**config.mk**
```make
export PLATFORM = sky130hd
export DESIGN_NAME = nios_pulse_out_port
export DESIGN_NICKNAME = d
export VERILOG_FILES = /design/src/rtl/nios_pulse_out_port.sv
export SDC_FILE = /design/constraint.sdc
export NUM_CORES = 1
export LEC_CHECK = 0
export ABC_AREA = 0
export BUFFER_PORTS_ARGS = -buffer_cell sky130_fd_sc_hd__clkbuf_2
export CORE_MARGIN = 2
export CORE_UTILIZATION = 57
export DETAILED_ROUTE_END_ITERATION = 7
export GPL_TIMING_DRIVEN = 0
export PLACE_DENSITY = 0.85
export SYNTH_ARGS = -nofsm -noshare
export SYNTH_HDL_FRONTEND = slang
export SYNTH_SLANG_ARGS = --single-unit
export TNS_END_PERCENT = 30
```
**constraint.sdc**
```tcl
create_clock -name clk -period 2.8 [get_ports clk]
set_input_delay 0.14 -clock clk [delete_from_list [all_inputs] [get_ports clk]]
set_output_delay 0.14 -clock clk [all_outputs]
set_load 0.03 [all_outputs]
```
**src/rtl/nios_pulse_out_port.sv**
```systemverilog
// nios_pulse_out_port - Avalon-MM output PIO with atomic SET/CLEAR and a hardware one-shot pulse group.
module nios_pulse_out_port #(
   parameter int unsigned         WIDTH       = 8,
   parameter int unsigned         CNT_W       = 16,
   parameter logic [WIDTH-1:0]    RESET_VALUE = '0
) (
   input  logic             clk,
   input  logic             reset_n,
   input  logic [1:0]       address,
   input  logic             chipselect,
   input  logic             write_n,
   input  logic [31:0]      writedata,
   output logic [31:0]      readdata,
   output logic [WIDTH-1:0] out_port
);

   typedef enum logic {IDLE, PULSE} state_t;

   state_t             state, state_nxt;
   logic [CNT_W-1:0]   cnt, cnt_nxt;
   logic [WIDTH-1:0]   data_reg, data_nxt;
   logic [WIDTH-1:0]   pulse_mask, mask_nxt;
   logic [31:0]        rd_nxt;

   logic               wr;
   logic [WIDTH-1:0]   wd;
   logic [CNT_W-1:0]   wd_len;
   logic               pulse_ok;
   logic               clear_wr;

   assign wr       = chipselect & ~write_n;
   assign wd       = writedata[WIDTH-1:0];
   assign wd_len   = writedata[16+CNT_W-1:16];
   assign pulse_ok = wr && (address == 2'd3) && (wd_len != '0) && (wd != '0);
   assign clear_wr = wr && (address == 2'd2);
   assign out_port = data_reg | pulse_mask;

   always_ff @(posedge clk) begin
      if (!reset_n) begin
         state      <= IDLE;
         cnt        <= '0;
         data_reg   <= RESET_VALUE;
         pulse_mask <= '0;
         readdata   <= '0;
      end else begin
         state      <= state_nxt;
         cnt        <= cnt_nxt;
         data_reg   <= data_nxt;
         pulse_mask <= mask_nxt;
         readdata   <= rd_nxt;
      end
   end

   always_comb begin
      state_nxt = state;
      cnt_nxt   = cnt;
      data_nxt  = data_reg;
      mask_nxt  = pulse_mask;

      if (wr) begin
         case (address)
            2'd0:    data_nxt = wd;
            2'd1:    data_nxt = data_reg | wd;
            2'd2: begin
               data_nxt = data_reg & ~wd;
               mask_nxt = pulse_mask & ~wd;
            end
            default: ;
         endcase
      end

      case (state)
         IDLE: begin
            if (pulse_ok) begin
               mask_nxt  = wd;
               cnt_nxt   = wd_len;
               state_nxt = PULSE;
            end
         end
         PULSE: begin
            // A retrigger beats expiry in the same cycle, so a chained pulse has no gap.
            if (pulse_ok) begin
               mask_nxt = pulse_mask | wd;
               cnt_nxt  = wd_len;
            end else if ((clear_wr && ((pulse_mask & ~wd) == '0)) || (cnt == CNT_W'(1))) begin
               mask_nxt  = '0;
               cnt_nxt   = '0;
               state_nxt = IDLE;
            end else begin
               cnt_nxt = cnt - CNT_W'(1);
            end
         end
         default: state_nxt = IDLE;
      endcase
   end

   always_comb begin
      rd_nxt = '0;
      case (address)
         2'd0: rd_nxt[WIDTH-1:0] = data_reg;
         2'd1: rd_nxt[WIDTH-1:0] = out_port;
         2'd2: rd_nxt[WIDTH-1:0] = pulse_mask;
         default: begin
            rd_nxt[WIDTH-1:0]     = pulse_mask;
            rd_nxt[16+CNT_W-1:16] = cnt;
         end
      endcase
   end

endmodule

```
==> results.md <==
* Design area at 0.00349 mm2
* Share of layout cells above drive strength 1 at 22.8%
* Worst setup EP type: flop
* Final setup margin at 0.664 ns
* Yosys reg bits at 57
* H-Tree Level Count at 3
* Asr flop ratio synth at 0%
* Tightest Pin Transition at 0.617 ns
* Drt wl/cell at 14.7 um
* Hold Path Class: in2reg
* R2R cell count at 7
* Pwr dens at 542 mW/mm2
* Regs by FF count: readdata x24, cnt x16
* Clock tree buffer depth at 2
* TritonRoute pass-1 iters at 5
* Slew headroom at 58.6%
* WS Path Type: reg2reg
* Final hold violation count at 0
* IO Port Bufs at 60
* Post-Syn Area at 0.00293 mm2
* Post-synthesis sequential area ratio at 39.0%
* Sink Count at 57
* N_diodes at 0
* Hold Worst Slack at 0.119 ns
* Gr ovfl total at 0
* # rows at 26
* Fmax at 0.468 GHz
* Crit path required time at 3.00 ns
* Pins Over Slew Limit at 0
* DRT iter0 DRCs at 253
* Multi-input gate area at 0.00154 mm2
* Initial antenna violation count at 0
* Worst vdd ir at 0.328 mV
* Number of global-route vias before repair at 2609
* CTS tree: built
* Area Overhead vs Synth at 19.3%
* Post-synth EDFFs at 0
* Sequential cell area at 0.00114 mm2
* Hold bufs inserted after CTS at 0
* First-pass GRT wire length at 11.8 mm
* Clk_skew at 0.00618 ns
* P_leak at 1.61 nW
* Synth top area share at 39.0%
* Hold Startpoint: writedata[16]
* Vias at 2879
* Max FFs per register at 24
* Antenna-violating nets left at 0
* Worst skew pair latency at 0.34 ns
* Final HPWL DP at 5.32 mm
* Final Cycle Share at 76.3%
* Critical Path Fanout Max at 10
* Mapped Cells at 359
* GP Congestion at 0.903
* Ranking of synthesized cells by area: dfxtp_1 (39%), a21oi_1 (5.8%), inv_1 (4.0%), o22ai_1 (3.4%), nor2_1 (3.3%)
* Top reg by flops: readdata
* Vias per std cell at 5.66
* Setup repair bufs after CTS at 0
* Max-Cap Viols at 0
* Worst path arrival time at 2.34 ns
* Worst Setup Start Kind: flop
* Die width at 75.7 um
* Total routed wirelength at 7.48 mm
* Core box area at 0.00504 mm2
* GRT Util Overall at 27.7%
* # DRC at 0
* I/O pins at 78
* Synth cell types at 43
* Root buf cell: clkbuf_8
* Layout Nets at 481
* CTS buffer count at 9
* Tmin final at 2.14 ns
* Hold path depth at 3
* DP Worst Slack at 0.589 ns
* Worst r2r src: cnt[2]
* Die height at 75.7 um
* Placed cell area at 0.00334 mm2
* Most used DFF post-synth: dfxtp_1
* YS warnings at 0
* Clock Pin Slew Worst Setup and Hold Paths at 0.06 ns
* Pwr Total at 1.89 mW
* Die outline area at 0.00573 mm2
* Crit path from: cnt[2]
* Starting Density at 58.1%
* Largest net degree at the start of global routing at 11
* RSZ-0062 raised after global routing: no
* Gates resized, CTS repair at 0
* Most frequent cells after synthesis: dfxtp_1 (57), a21oi_1 (34), inv_1 (31), nor2_1 (26)
* Most numerous cell in the Yosys netlist: dfxtp_1
* Setup TNS at 0 ns
* Final setup violation count at 0
* Syn_area_per_cell at 8.16 um2
* Status: completed
* Post-synth top area cell: dfxtp_1
* FILL cells at 422
cell families after synthesis:
kind of cell,Yosys count,share of synthesized area (%)
muxes,2,0.684
DFF,57,39.0
other,1,0.128
AOI/OAI and AO/OA,109,23.1
adders and majority gates,6,2.56
buffers and inverters,62,9.40
and+or+nand+nor,108,21.0
xor gates and xnor gates,14,4.19
per-stage QoR:
step                util, %  instances
floorplan                 -        366
global route           69.3        509
finish                 69.3        509
global placement       66.3        496
CTS                    69.3        509
detailed placement     66.3        496
critical path, cell delays in order, from the launching register on:
cell and delay [ns]:
dfxtp_1 0.37, or4_4 0.59, nor3_4 0.20, and4bb_2 0.29
a21boi_4 0.11, nand4_4 0.19, buf_8 0.16, o22ai_1 0.08
layout make-up:
type,count,area share [%]
Clock inverter,1,0.143
Buffer,31,4.55
Multi-Input combinational cell,247,44.0
Inverter,31,3.33
Tap cell,70,2.51
Clock buffer,12,4.16
Sequential cell,57,32.7
Timing Repair Buffer,60,8.60
path summary, 6_finish.rpt:
path / end / slack, ns
max reg2reg: cnt[12] / 0.66
min reg2reg: readdata[1] / 0.48
max: cnt[12] / 0.66
min: cnt[0] / 0.12
power breakdown:
| part | switching [mW] | internal (mW) | total [mW] | leakage, nW |
|---|---|---|---|---|
| sequential | 0.0286 | 0.839 | 0.868 | 0.462 |
| clock | 0.297 | 0.329 | 0.626 | 0.0782 |
| combinational | 0.240 | 0.160 | 0.401 | 1.07 |
placed cells by master, fill, tap and decap left out, drive strengths merged, types with 4 or more instances in the layout:
| cell | n |
|---|---|
| a211oi | 8 |
| a21boi | 7 |
| a21oi | 34 |
| a31oi | 14 |
| and2 | 14 |
| buf | 12 |
| clkbuf | 91 |
| conb | 8 |
| dfxtp | 57 |
| ha | 6 |
| inv | 31 |
| nand2 | 19 |
| nand4 | 4 |
| nor2 | 26 |
| nor3 | 5 |
| nor4 | 10 |
| o2111ai | 8 |
| o21ai | 18 |
| o22ai | 16 |
| or2 | 10 |
| or3 | 9 |
| xnor2 | 9 |
| xor2 | 5 |
per-layer routing:
metal,up-vias,GRT usage [%],wire [um]
met3,19,5.16,429
li1,1402,-,-
met2,124,45.7,3810
met4,0,17.5,208
met5,-,0,0
met1,1334,33.1,3030
No activity file was read; power rests on OpenSTA's default activity.
